==> src/rtl/acc_readout_if.sv <==
// ---------------------------------------------------------------------------
// acc_readout_if
// Valid/ready word stream carrying an accumulator result to its sink.
//   dout       : data word (driven by the master)
//   dout_valid : dout holds a valid beat (master)
//   dout_last  : current beat is the final beat of the result (master)
//   dout_ready : sink accepts the beat (slave)
// ---------------------------------------------------------------------------
interface acc_readout_if #(
    parameter int WORD_W = 16
);
    logic [WORD_W-1:0] dout;
    logic              dout_valid;
    logic              dout_ready;
    logic              dout_last;

    modport master (
        output dout,
        output dout_valid,
        output dout_last,
        input  dout_ready
    );

    modport slave (
        input  dout,
        input  dout_valid,
        input  dout_last,
        output dout_ready
    );
endinterface

==> src/rtl/acc_readout.sv <==
// ---------------------------------------------------------------------------
// acc_readout
// Captures the accumulator result on acc_done, pulses acc_clr once, and
// streams the result as three 16-bit beats (LSW first, top beat
// sign-extended) over a valid/ready interface.
// Ports:
//   clk         : clock, rising edge
//   clr_n       : asynchronous active-low reset
//   acc_in      : accumulator value, sampled when acc_done is high
//   acc_done    : one-cycle completion strobe
//   acc_clr     : one-cycle clear pulse to the accumulator
//   dout_bus    : output stream (dout, dout_valid, dout_last, dout_ready)
//   busy        : a captured result is still being drained
//   overrun     : sticky, an acc_done strobe was dropped
//   overrun_clr : synchronous clear of overrun (a simultaneous set wins)
// All outputs come straight from flops.
// ---------------------------------------------------------------------------
module acc_readout #(
    parameter int ACC_W  = 35,
    parameter int WORD_W = 16
) (
    input  logic                 clk,
    input  logic                 clr_n,
    input  logic [ACC_W-1:0]     acc_in,
    input  logic                 acc_done,
    output logic                 acc_clr,
    acc_readout_if.master        dout_bus,
    output logic                 busy,
    output logic                 overrun,
    input  logic                 overrun_clr
);
    // Bits left over for the top beat once two full words are taken.
    localparam int TOP_W = ACC_W - 2 * WORD_W;

    logic [ACC_W-1:0]  cap_r;
    logic              active_r;
    logic [1:0]        beat_r;

    logic [ACC_W-1:0]  cap_s;
    logic              active_s;
    logic [1:0]        beat_s;
    logic [WORD_W-1:0] dout_s;
    logic              last_s;
    logic              clr_s;
    logic              overrun_s;
    logic              hs_s;
    logic              accept_s;

    // Word presented for a given beat; the top beat is sign-extended.
    function automatic logic [WORD_W-1:0] beat_word(input logic [ACC_W-1:0] cap,
                                                   input logic [1:0]       beat);
        logic [WORD_W-1:0] w;
        case (beat)
            2'd0:    w = cap[WORD_W-1:0];
            2'd1:    w = cap[2*WORD_W-1:WORD_W];
            2'd2:    w = {{(WORD_W-TOP_W){cap[ACC_W-1]}}, cap[ACC_W-1:2*WORD_W]};
            default: w = {WORD_W{1'b0}};
        endcase
        return w;
    endfunction

    // Next-state: capture/advance decisions and next registered outputs.
    always_comb begin
        cap_s     = cap_r;
        active_s  = active_r;
        beat_s    = beat_r;
        clr_s     = 1'b0;
        overrun_s = overrun;

        hs_s = dout_bus.dout_valid & dout_bus.dout_ready;
        // Idle, or the last beat leaves this very cycle.
        accept_s = ~active_r | (hs_s & (beat_r == 2'd2));

        if (acc_done && accept_s) begin
            cap_s    = acc_in;
            active_s = 1'b1;
            beat_s   = 2'd0;
            clr_s    = 1'b1;
        end else if (hs_s) begin
            if (beat_r == 2'd2) begin
                active_s = 1'b0;
                beat_s   = 2'd0;
            end else begin
                beat_s = beat_r + 2'd1;
            end
        end else begin
            active_s = active_r;
        end

        if (acc_done && !accept_s) begin
            overrun_s = 1'b1;
        end else if (overrun_clr) begin
            overrun_s = 1'b0;
        end else begin
            overrun_s = overrun;
        end

        if (active_s) begin
            dout_s = beat_word(cap_s, beat_s);
            last_s = (beat_s == 2'd2);
        end else begin
            dout_s = {WORD_W{1'b0}};
            last_s = 1'b0;
        end
    end

    // State and output registers.
    always_ff @(posedge clk or negedge clr_n) begin
        if (!clr_n) begin
            cap_r               <= {ACC_W{1'b0}};
            active_r            <= 1'b0;
            beat_r              <= 2'd0;
            acc_clr             <= 1'b0;
            overrun             <= 1'b0;
            busy                <= 1'b0;
            dout_bus.dout       <= {WORD_W{1'b0}};
            dout_bus.dout_valid <= 1'b0;
            dout_bus.dout_last  <= 1'b0;
        end else begin
            cap_r               <= cap_s;
            active_r            <= active_s;
            beat_r              <= beat_s;
            acc_clr             <= clr_s;
            overrun             <= overrun_s;
            busy                <= active_s;
            dout_bus.dout       <= dout_s;
            dout_bus.dout_valid <= active_s;
            dout_bus.dout_last  <= last_s;
        end
    end
endmodule

==> src/flat_wrapper.sv <==
// flat-port wrapper written by rule: the top's interface ports become plain ports
module acc_readout_flat 
#(
    parameter int ACC_W  = 35,
    parameter int WORD_W = 16
)
  (clk, clr_n, acc_in, acc_done, acc_clr, busy, overrun, overrun_clr, dout_bus_dout, dout_bus_dout_valid, dout_bus_dout_last, dout_bus_dout_ready);
  acc_readout_if #(.WORD_W(WORD_W)) dout_bus_i ();
  input  logic clk;
  input  logic clr_n;
  input  logic [ACC_W-1:0] acc_in;
  input  logic acc_done;
  output logic acc_clr;
  output logic busy;
  output logic overrun;
  input  logic overrun_clr;
  output wire logic [$bits(dout_bus_i.dout)-1:0] dout_bus_dout;
  output wire logic [$bits(dout_bus_i.dout_valid)-1:0] dout_bus_dout_valid;
  output wire logic [$bits(dout_bus_i.dout_last)-1:0] dout_bus_dout_last;
  input wire logic [$bits(dout_bus_i.dout_ready)-1:0] dout_bus_dout_ready;
  assign dout_bus_dout = dout_bus_i.dout;
  assign dout_bus_dout_valid = dout_bus_i.dout_valid;
  assign dout_bus_dout_last = dout_bus_i.dout_last;
  assign dout_bus_i.dout_ready = dout_bus_dout_ready;
  acc_readout #(.ACC_W(ACC_W), .WORD_W(WORD_W)) u_core (.clk(clk), .clr_n(clr_n), .acc_in(acc_in), .acc_done(acc_done), .acc_clr(acc_clr), .dout_bus(dout_bus_i), .busy(busy), .overrun(overrun), .overrun_clr(overrun_clr));
endmodule
==> config.mk <==
export PLATFORM = sky130hd
export DESIGN_NAME = acc_readout_flat
export DESIGN_NICKNAME = d
export VERILOG_FILES = /design/src/rtl/acc_readout_if.sv /design/src/rtl/acc_readout.sv /design/src/flat_wrapper.sv
export SDC_FILE = /design/constraint.sdc
export NUM_CORES = 1
export LEC_CHECK = 0
export ABC_AREA = 1
export BUFFER_PORTS_ARGS = -buffer_cell sky130_fd_sc_hd__buf_2
export CORE_ASPECT_RATIO = 1.1
export CORE_UTILIZATION = 48
export DETAILED_ROUTE_END_ITERATION = 12
export PLACE_DENSITY = 0.84
export REMOVE_ABC_BUFFERS = 1
export SETUP_SLACK_MARGIN = 0.1
export SLEW_MARGIN = 0
export SYNTH_ARGS = -nofsm -noshare
export SYNTH_HDL_FRONTEND = slang
export SYNTH_SLANG_ARGS = --single-unit
==> constraint.sdc <==
create_clock -name clk -period 1.35 [get_ports clk]
set_input_delay 0.135 -clock clk [delete_from_list [all_inputs] [get_ports clk]]
set_output_delay 0.135 -clock clk [all_outputs]
set_load 0.01 [all_outputs]
# Yosys cells after proc, flatten, opt, wreduce, memory -nomap -nowiden

Index checks and enable logic that the tools add are counted.

Flip-flop bits (word level): 57
Bits of input ports: 40

$add $sub $neg: 1
Equal/unequal tests: 3
Mux-type cells: 13
Bitwise logic cells: 4
Reductions and logical operators: 5

Operators with widths:

| kind                                                 | number |
|---|---|
| one-hot mux 16 bit (3 select lines)                  | 1 |
| two-way mux 35 bit                                   | 1 |
| two-way mux 16 bit                                   | 1 |
| two-way mux 1 bit                                    | 7 |
| two-way mux 2 bit                                    | 3 |
| equality test 2 bit (second input constant)          | 2 |
| adder 2 x 1 -> 2 bit (second input constant)         | 1 |
| bitwise AND 1 bit                                    | 2 |
| equality test 2 x 1 -> 1 bit (second input constant) | 1 |
| logical AND 1 bit                                    | 2 |
| zero test 2 bit                                      | 1 |
| nonzero test 2 bit                                   | 1 |
| zero test 1 bit                                      | 1 |
| inverter 1 bit                                       | 1 |
| OR 1 bit                                             | 1 |

# Depth between registers and ports, before layout

Gate-level depths: netlist (run 1).

Word-level depth: 8
Depth in mapped cells: 12
Mapped depth without buffers: 10

# Least setup slack after synthesis (run 1)

Ideal clock, no wire load.

Path type: reg-to-reg
From: register u_core.dout_bus.dout_valid
To: register u_core.dout_bus.dout[5]
Arrival: 1393 ps
Required time: 1287 ps
Setup slack: -106 ps
Cell stages (with the launch flop): 11
Path buffers: 1
Clock period less this slack: 1456 ps
Path through: dfrtp_1 -> nand2_2 -> clkinv_1 -> nand2_2 -> nand2_4 -> o21ai_4 -> buf_4 -> nand2_1 -> nand3_2 -> nand2_1 -> inv_1

Longest elaborated chain between the ends: 8
Elaborated cells on any way between the ends: 16
Those cells by class: 2 x eq/ne; 8 x mux; 4 x bitwise; 2 x reduce/logical

Ends and longest elaborated chain:

| element                                           | RTL line             | RTL |
|---|---|---|
| start: declaration                                | acc_readout_if.sv:19 | `output dout_valid,` |
| start signal: assignment                          | acc_readout.sv:127   | `dout_bus.dout_valid <= active_s;` |
| bitwise AND 1 bit                                 | acc_readout.sv:70    | `hs_s = dout_bus.dout_valid & dout_bus.dout_ready;` |
| bitwise AND 1 bit                                 | acc_readout.sv:72    | `accept_s = ~active_r \| (hs_s & (beat_r == 2'd2));` |
| OR 1 bit                                          | acc_readout.sv:72    |  |
| logical AND 1 bit                                 | acc_readout.sv:74    | `if (acc_done && accept_s) begin` |
| two-way mux 2 bit                                 | acc_readout.sv:74    |  |
| equality test 2 bit, or another cell as far along | acc_readout.sv:53    | `case (beat)` |
| one-hot mux 16 bit (3 select lines)               | acc_readout.sv:53    |  |
| two-way mux 16 bit *                              | acc_readout.sv:98    | `if (active_s) begin` |
| via u_core.dout_s[5]                              | acc_readout.sv:42    | `logic [WORD_W-1:0] dout_s;` |
| end signal: assignment                            | acc_readout.sv:116   | `dout_bus.dout <= {WORD_W{1'b0}};` |
| end signal: assignment                            | acc_readout.sv:126   | `dout_bus.dout <= dout_s;` |
| end: declaration                                  | acc_readout_if.sv:18 | `output dout,` |

The timed path passes the listed nets; every way through them passes the cells marked *.
A chain may end at the register's enable or synchronous reset.

# Final worst setup path (run 1)

From: register u_core.dout_bus.dout_valid
To: register u_core.dout_bus.dout[0]

Same word-level chain as after synthesis.

==> results_dict.tcl, run 1 <==
set metrics [dict create \
    worstHoldPathCells 3 \
    nets 421 \
    cts_tree "yes" \
    crit_path_cell_trace "nand2_4 > inv_2 > nand2_4 > nand2_8 > o21ai_4 > buf_12 > nand2_1 > nand3_1 > nand2_1 > inv_1" \
    setup_slack_ps -296 \
    initial_core_util_pct 50.8 \
    fin_total_pwr_mw 9.00 \
    num_rows 27 \
    synth_flop_cell "dfrtp_1" \
    violations "setup timing" \
    cts_max_level 3 \
    drt_wl_total_mm 7.79 \
    clock_latency_ps 350 \
    critPathMaxStageDelay_ps 460 \
    clk_pin_slew_ps 70 \
    synth_common_cells "122 x nand2_1, 57 x dfrtp_1, 41 x nand3_1" \
    crit_path_end_kind "register" \
    ys_seq_area_share_pct 55.4 \
    synthArstFlopShare_pct 100 \
    gp_congestion 0.775 \
    synth_edf_count 0 \
    netlist.area_leader.share_pct 55.4 \
    ys_warn_count 0 \
    cts_buffers 9 \
    hold_violations 0 \
    syn_to_final_growth_pct 42.1 \
    timing.fmax_mhz 607 \
    wl_per_cell_um 17.6 \
    route.met3.wl_um 379 \
    drtPass1Iterations 5 \
    wl_met2_mm 4.20 \
    die_w_um 71.8 \
    grt_pass1_vias 2305 \
    status "finished, violations left" \
    dr.first_iter.drc_count 173 \
    slew_violations 0 \
    synthesis.area_um2 2570 \
    final_cells 444 \
    max-vdd-ir-drop_mv 2.02 \
    cp_slowest_cell "dfrtp_1" \
    coreArea_um2 5070 \
    dp.cells 412 \
    multi_input_area_um2 1140 \
    ys_ff_latch 57 \
    path_buf_inv 3 \
    fin_crit_sh_pct 122 \
    overflow 0 \
    rsz0062_at_grt "yes" \
    io_buffers 60 \
    setup_violations 19 \
    startpoint_type "register" \
    via_count 2404 \
    drive_gt1_share_pct 44.6 \
    io-pin-count 61 \
    ant_nets 0 \
    antenna_found_initial 0 \
    powerDensity_nw_per_um2 2460 \
    hpwl_mm 3.96 \
    cap_viol_max_count 0 \
    worst_slew_margin_rel_pct 79.9 \
    hold_class "input pin to register" \
    routed.top_layer "met4" \
    worst_slew_pin_slew_ps 301 \
    path_depth 10 \
    grtUsageTotal_pct 25.5 \
    cp_top_family "simple AND/OR/NAND/NOR gates" \
    vias_per_cell 5.41 \
    required_ps 1650 \
    critPathKind "register to register" \
    cp.arrival_ps 1940 \
    wl_met1_mm 2.82 \
    syn_area_per_cell_um2 8.87 \
    fill_cells 344 \
    cts_buffer_depth 2 \
    synthCells 290 \
    synth_top_area_cell "dfrtp_1" \
    crit_fanout 5 \
    cts_root_buffer "clkbuf_8" \
    synth.most_common_cell "nand2_1" \
    grt_max_degree 58 \
    period_needed_ps 1650 \
    drc 0 \
    grt_pass1_wl_mm 10.6 \
    p_leak_nw 2.10 \
    dieArea_um2 5660 \
    die_h_um 78.8 \
    regArea_um2 1430 \
    synth.area.top_cells "dfrtp_1 55%, nand2_1 18%, nand3_1 8.0%" \
    synthDistinctLibCells 19 \
    clock_sinks 57 \
    fin_skew_ps 8.70 \
    diodes 0 \
    r2r.worst_path.cells 10 \
]
-- report_power, final --
group	internal [mW]	switching [mW]	leakage (nW)	total, mW
combinational	1.98	2.69	1.28	4.67
sequential	2.45	0.270	0.716	2.72
clock	0.888	0.725	0.102	1.61
-- through the flow --
| step | worst slack, ps | util [%] | TNS, ps | hold slack, ps | area (um^2) |
|---|---|---|---|---|---|
| 3_3_place_gp | -113 | 59.7 | -1630 | 152 | 3030 |
| 6_report | -296 | 72.2 | -4240 | 42.8 | 3660 |
| 2_1_floorplan | -380 | - | -6100 | -161 | 2450 |
| 4_1_cts | -127 | 66.7 | -1700 | 34.9 | 3380 |
| 3_5_place_dp | -196 | 59.7 | -2650 | 163 | 3030 |
| 5_1_grt | -352 | 72.2 | -5320 | 53.5 | 3660 |
-- layout by cell type (no fill, tap or decap), drive strengths merged --
cell type    netlist  final
clkinv             2      5
buf               15     91
inv               23     24
clkbuf             1     12
dfrtp             57     57
nor3               1      1
o21ai              3      3
bufinv             0      1
clkinvlp           0      1
nor2               4      4
nand2            132    133
dlygate4sd3        0      2
nand3             52     52
-- registers in the layout, summed over array words and instances (netlist names) --
| name | count |
|---|---|
| u_core.beat_r | 2 |
| u_core.dout_bus.dout | 16 |
| u_core.dout_bus.dout_valid | 1 |
| u_core.dout_bus.dout_last | 1 |
| u_core.acc_clr | 1 |
| u_core.cap_r | 35 |
| u_core.overrun | 1 |
-- layer usage --
layer,global-route usage (%),vias to the layer above
met1,27.0,1152
li1,-,1084
met2,44.9,124
met4,17.3,0
met5,0,-
met3,5.71,44
-- area by class of cell --
cell class	count	share of cell area, %
Clock buffer	10	3.76
Clock inverter	6	1.57
Inverter	25	2.60
Multi-Input combinational cell	193	31.1
Sequential cell	57	39.0
Tap cell	58	1.98
Timing Repair Buffer	95	20.0
-- timing repair --
action | 4_1_cts | 5_1_grt
hold buffers | 2 | 0
cloned | 2 | 2
hold endpoints to repair | 58 | 0
resized for setup | 12 | 51
pin swaps | 7 | 19
setup buffers | 5 | 5
setup endpoints to repair | 18 | 53
-- final timing paths --
path	end	start	slack [ps]
hold / removal	u_core.cap_r[0]	acc_in[0]	40
setup / recovery	u_core.dout_bus.dout[0]	u_core.dout_bus.dout_valid	-300
max in group asynchronous	u_core.cap_r[2]	clr_n	760
hold reg to reg	u_core.cap_r[15]	u_core.cap_r[15]	480
setup reg to reg	u_core.dout_bus.dout[0]	u_core.dout_bus.dout_valid	-300
min in group asynchronous	u_core.dout_bus.dout[0]	clr_n	320
-- worst reg2reg max path, stage by stage (launching register included) --
cell,delay (ps)
dfrtp_1,460
nand2_4,150
inv_2,70
nand2_4,100
nand2_8,80
o21ai_4,260
buf_12,160
nand2_1,70
nand3_1,110
nand2_1,70
inv_1,60
-- cells by family (layout without fill, tap and decap cells) --
family                 after synthesis  after routing  share of synthesized area, %
AND/OR/NAND/NOR                    189            190                          34.8
flip-flops                          57             57                          55.4
buffers and inverters               41            136                          8.31
AO/OA/AOI/OAI                        3              3                          1.46
Note: power is estimated with default switching activity, not from simulation.
==> run 2, diff against run 1 <==
Settings changed: SKIP_LAST_GASP set to 1.
==> run 2 against run 1 <==
Critical path depth is the same. Largest cell class unchanged. Setup slack improved by 23 ps. The run still ends with setup timing left. Count of clock-buffer cells in the layout did not move. Sequential power up 2%. Via count grew 1.2%.
==> results_dict.tcl, run 2 (synthesized netlist as in run 1, its figures left out) <==
set metrics [dict create \
    required_ps 1630 \
    final_cells 443 \
    max-vdd-ir-drop_mv 1.35 \
    gp_congestion 0.775 \
    ant_nets 0 \
    rsz0062_at_grt "yes" \
    p_int_mw 5.24 \
    final_common_cell "nand2_1" \
    crit_fanout 8 \
    largest_reg_flops 35 \
    wl_per_cell_um 18.0 \
    place_area_um2 3030 \
    tns_ps -3740 \
    clk_pin_slew_ps 70 \
    syn_to_final_growth_pct 44.3 \
    hpwl_mm 3.96 \
    p_leak_nw 2.09 \
    grt_max_degree 58 \
    power_frac_clock_pct 17.9 \
    status "finished, violations left" \
    final_cell_mix "80 x nand2_1, 60 x buf_2, 55 x dfrtp_1" \
    cap_viol_max_count 0 \
    drive_gt1_share_pct 48.1 \
    dp.cells 412 \
    setup_violations 18 \
    drt_wl_total_mm 7.97 \
    critPathKind "register to register" \
    hold_violations 0 \
    cp.arrival_ps 1910 \
    hold_class "input pin to register" \
    io_buffers 60 \
    num_rows 27 \
    worst_slew_pin_slew_ps 297 \
    drc 0 \
    clock_sinks 57 \
    nets 420 \
    grtUsageTotal_pct 25.8 \
    fin_skew_ps 10.6 \
    powerDensity_nw_per_um2 2400 \
    diodes 0 \
    pwr-share-comb_pct 51.0 \
    fin_crit_sh_pct 120 \
    timing.fmax_mhz 616 \
    overflow 0 \
    coreArea_um2 5070 \
    cts_buffers 9 \
    cts_buffer_depth 2 \
    clock_latency_ps 350 \
    switchingPower_mw 3.68 \
    cts_tree "yes" \
    grt_pass1_wl_mm 10.8 \
    violations "setup timing" \
    via_count 2433 \
    cts_root_buffer "clkbuf_8" \
    cts_max_level 3 \
    fill_cells 339 \
    vias_per_cell 5.49 \
    io-pin-count 61 \
    die_h_um 78.8 \
    antenna_found_initial 0 \
    crit_path_end_kind "register" \
    largest_register "u_core.cap_r" \
    drtPass1Iterations 7 \
    die_w_um 71.8 \
    dieArea_um2 5660 \
    fin_total_pwr_mw 8.93 \
    grt_pass1_vias 2353 \
    fin_util_pct 73.3 \
    slew_violations 0 \
    swShare_pct 41.3 \
    sequentialPowerShare_pct 31.1 \
    biggestRegsByFlops "u_core.cap_r (35), u_core.dout_bus.dout (16), u_core.beat_r (2)" \
    startpoint_type "register" \
    initial_core_util_pct 50.8 \
    final_area_um2 3710 \
    period_needed_ps 1620 \
    worst_slew_margin_rel_pct 80.2 \
    setup_slack_ps -273 \
    dr.first_iter.drc_count 188 \
]
[run 2: cell types whose count changed in the layout (fill, tap and decap cells not counted), moves of 2 or more]
cell       change
buf_8          +2
nand2_2       +17
nand3_1        +3
nand3_2        -3
buf_6          -4
clkbuf_16      +2
nand2_1       -17
[run 2: area by class of cell]
class / count / area (um^2) / share of cell area [%]
clock buffers: 10 / 138 / 3.70
clock inverters: 6 / 57.6 / 1.55
inverters: 25 / 95.1 / 2.56
multi-input cells: 194 / 1180 / 31.9
flip-flops and latches: 57 / 1430 / 38.5
well taps: 58 / 72.6 / 1.95
repair buffers: 93 / 739 / 19.9
[run 2: critical path: stages (launching register included)]
cell and delay [ps]:
dfrtp_1 410, nand2_2 160, nand2_1 130, nand2_4 160
nand2_4 70, nor2_4 170, clkbuf_16 200, nand2_2 60
nand3_2 60, nand2_1 60, inv_1 60
[run 2: routing by layer]
metal / up-vias / GRT usage [%] / share of wire (%)
met5: - / 0 / 0
met4: 0 / 18.4 / 4.7
met3: 42 / 5.33 / 6.5
met2: 134 / 46.3 / 54
met1: 1171 / 26.4 / 35
li1: 1086 / - / -
[run 2: what timing repair did]
item,in CTS,in global routing
setup endpoints to repair,18,53
buffers inserted,5,1
hold buffers,2,0
resized for setup,9,69
hold endpoints to repair,58,0
pin swaps,6,34
gates cloned,2,5
[run 2: worst paths after layout]
kind | slack (ps) | depth (start not counted) | end | from
worst min register to register | 480 | 2 | u_core.cap_r[14] | u_core.cap_r[14]
worst max register to register | -270 | 10 | u_core.dout_bus.dout[6] | u_core.dout_bus.dout_valid
worst min-delay path | 50 | 3 | u_core.cap_r[19] | acc_in[19]
max in group asynchronous | 750 | 3 | u_core.beat_r[0] | clr_n
min in group asynchronous | 330 | 3 | u_core.dout_bus.dout[10] | clr_n
worst max-delay path | -270 | 10 | u_core.dout_bus.dout[6] | u_core.dout_bus.dout_valid
[run 2: through the flow]
stage | setup WS (ps) | hold WS [ps]
floorplan | -380 | -161
global placement | -113 | 152
detailed placement | -196 | 163
CTS | -134 | 34.9
global route | -338 | 60.3
finish | -273 | 46.6
[run 2: power groups by stage]
stage,clock network [mW],registers [mW],logic (mW)
finish,1.60,2.77,4.56
global route,1.69,2.82,4.89
CTS,1.60,2.68,3.51
detailed placement,0,2.71,3.18
global placement,0,2.67,3.04
floorplan,0,2.78,1.84
==> run 3, diff against run 2 <==
Settings changed: BUFFER_PORTS_ARGS -buffer_cell sky130_fd_sc_hd__buf_2 to unset, CORE_UTILIZATION 48 to 55, DONT_BUFFER_PORTS set to 1, PLACE_DENSITY 0.84 to 0.82.
==> run 3 against run 2 <==
The run ends with hold timing, setup timing left. Clock skew rose by 0.78 ps. Count of clock-buffer cells in the layout stayed put. Routed wire length grew 8.8%. Cell count decreased by 5.6%. Critical path depth stayed put. Sequential share of layout area decreased by 0.66 points. Combinational power is 5.5% lower. Die area is 12% lower. Critical path type unchanged. Critical endpoint is now u_core.dout_bus.dout[8]. Largest cell class unchanged. Highest routed layer unchanged.
==> results_dict.tcl, run 3 (synthesized netlist as in run 1, its figures left out) <==
set metrics [dict create \
    status "finished, violations left" \
    violations "hold timing, setup timing" \
    use_met3_pct 9.16 \
    initial_core_util_pct 58.8 \
    die_h_um 73.7 \
    setup_violations 17 \
    drc 0 \
    overflow 0 \
    grt_pass1_vias 2262 \
    fin_skew_ps 11.3 \
    final_cells 418 \
    dieArea_um2 4960 \
    via_count 2412 \
    p_leak_nw 1.98 \
    tns_ps -4510 \
    slew_violations 0 \
    antenna_found_initial 0 \
    cts_buffers 9 \
    power_frac_clock_pct 19.3 \
    io-pin-count 61 \
    cts_root_buffer "clkbuf_8" \
    setup_slack_ps -344 \
    grtUsageTotal_pct 31.3 \
    grt_pass1_wl_mm 11.0 \
    cts_tree "yes" \
    hold_violations 57 \
    largest_register "u_core.cap_r" \
    dr.first_iter.drc_count 201 \
    wl_per_cell_um 20.8 \
    required_ps 1620 \
    clk_pin_slew_ps 70 \
    grt_max_degree 58 \
    powerDensity_nw_per_um2 2380 \
    gp_congestion 0.818 \
    switchingPower_mw 3.70 \
    fin_util_pct 86.2 \
    use_met1_pct 36.5 \
    p_int_mw 5.28 \
    pwr-share-comb_pct 48.0 \
    largest_reg_flops 35 \
    timing.fmax_mhz 590 \
    cp.arrival_ps 1970 \
    hold_class "input pin to async pin" \
    startpoint_type "register" \
    final_common_cell "nand2_1" \
    busiest_layer "met2" \
    met2_usage_pct 52.7 \
    critPathKind "register to register" \
    drive_gt1_share_pct 36.5 \
    crit_path_end_kind "register" \
    period_needed_ps 1690 \
    cts_max_level 3 \
    worst_slew_margin_rel_pct 79.8 \
    ant_nets 0 \
    cts_buffer_depth 2 \
    clock_latency_ps 340 \
    hpwl_mm 3.58 \
    syn_to_final_growth_pct 46.7 \
    nets 399 \
    rsz0062_at_grt "yes" \
    fin_crit_sh_pct 125 \
    vias_per_cell 5.77 \
    crit_fanout 4 \
    drt_wl_total_mm 8.68 \
    fin_total_pwr_mw 8.98 \
    swShare_pct 41.2 \
    dp.cells 346 \
    sequentialPowerShare_pct 32.7 \
    clock_sinks 57 \
    final_cell_mix "83 x nand2_1, 56 x dfrtp_1, 39 x nand2_2" \
    holdWs_ps -519 \
    worst_slew_pin_slew_ps 301 \
    coreArea_um2 4380 \
    biggestRegsByFlops "u_core.cap_r (35), u_core.dout_bus.dout (16), u_core.beat_r (2)" \
    max-vdd-ir-drop_mv 1.47 \
    diodes 0 \
    drtPass1Iterations 7 \
    io_buffers 0 \
    num_rows 25 \
    cap_viol_max_count 0 \
    die_w_um 67.2 \
]
## run 3: cell types whose count changed in the layout (fill, tap and decap cells not counted), sizes merged
cell,previous run,this run
inv,24,25
buf,87,32
clkbuf,14,13
dlygate4sd3,2,37
bufinv,1,2
clkinv,5,3
## run 3: what timing repair did
action	in CTS	in global routing
hold buffers	37	1
resized for setup	22	63
endpoints found under the setup margin	18	54
pin swaps	9	17
buffers inserted	10	2
endpoints found under the hold margin	92	58
cloned	2	4
## run 3: per-stage QoR
stage               area, um^2  worst slack [ps]
floorplan                 2450              -380
global placement          2670              -141
detailed placement        2670              -225
CTS                       3480              -134
global route              3780              -331
finish                    3780              -344
## run 3: power by group through the flow
stage | combinational (mW) | clock, mW | sequential [mW]
finish | 4.31 | 1.73 | 2.93
global route | 4.58 | 1.81 | 2.98
CTS | 3.29 | 1.71 | 2.82
detailed placement | 2.63 | 0 | 2.85
global placement | 2.52 | 0 | 2.82
floorplan | 1.84 | 0 | 2.78
## run 3: path summary, 6_finish.rpt
kind / from / end / slack (ps) / cells past startpoint
min in group clk: acc_done / u_core.dout_bus.dout_valid / 50 / 3
worst max-delay path: u_core.beat_r[1] / u_core.dout_bus.dout[8] / -340 / 10
worst min-delay path: clr_n / u_core.cap_r[5] / -520 / 0
worst min register to register: u_core.cap_r[20] / u_core.cap_r[20] / 470 / 2
max in group asynchronous: clr_n / u_core.beat_r[1] / 1770 / 0
worst max register to register: u_core.beat_r[1] / u_core.dout_bus.dout[8] / -340 / 10
## run 3: worst max-delay path: stages (launching register included)
cell	delay, ps
dfrtp_2	460
buf_6	150
nand2_2	80
o21ai_4	100
buf_6	140
nor2_4	200
buf_4	180
nand2_1	80
nand3_2	90
nand2_1	70
inv_1	70
## run 3: layout make-up
type                       instances  area [um^2]
clock inverter                     6         82.6
inverter                          25         98.8
multi-input combinational        194         1190
sequential                        57         1430
fill                             197          603
tap                               54         67.6
clock buffer                      10          128
timing repair buffer              72          785
## run 3: per-layer routing
layer  up-vias  wire length, um
met1      1182             3250
met2       152             4400
met4         0              335
met5         -                0
met3        36              699
li1       1042                -
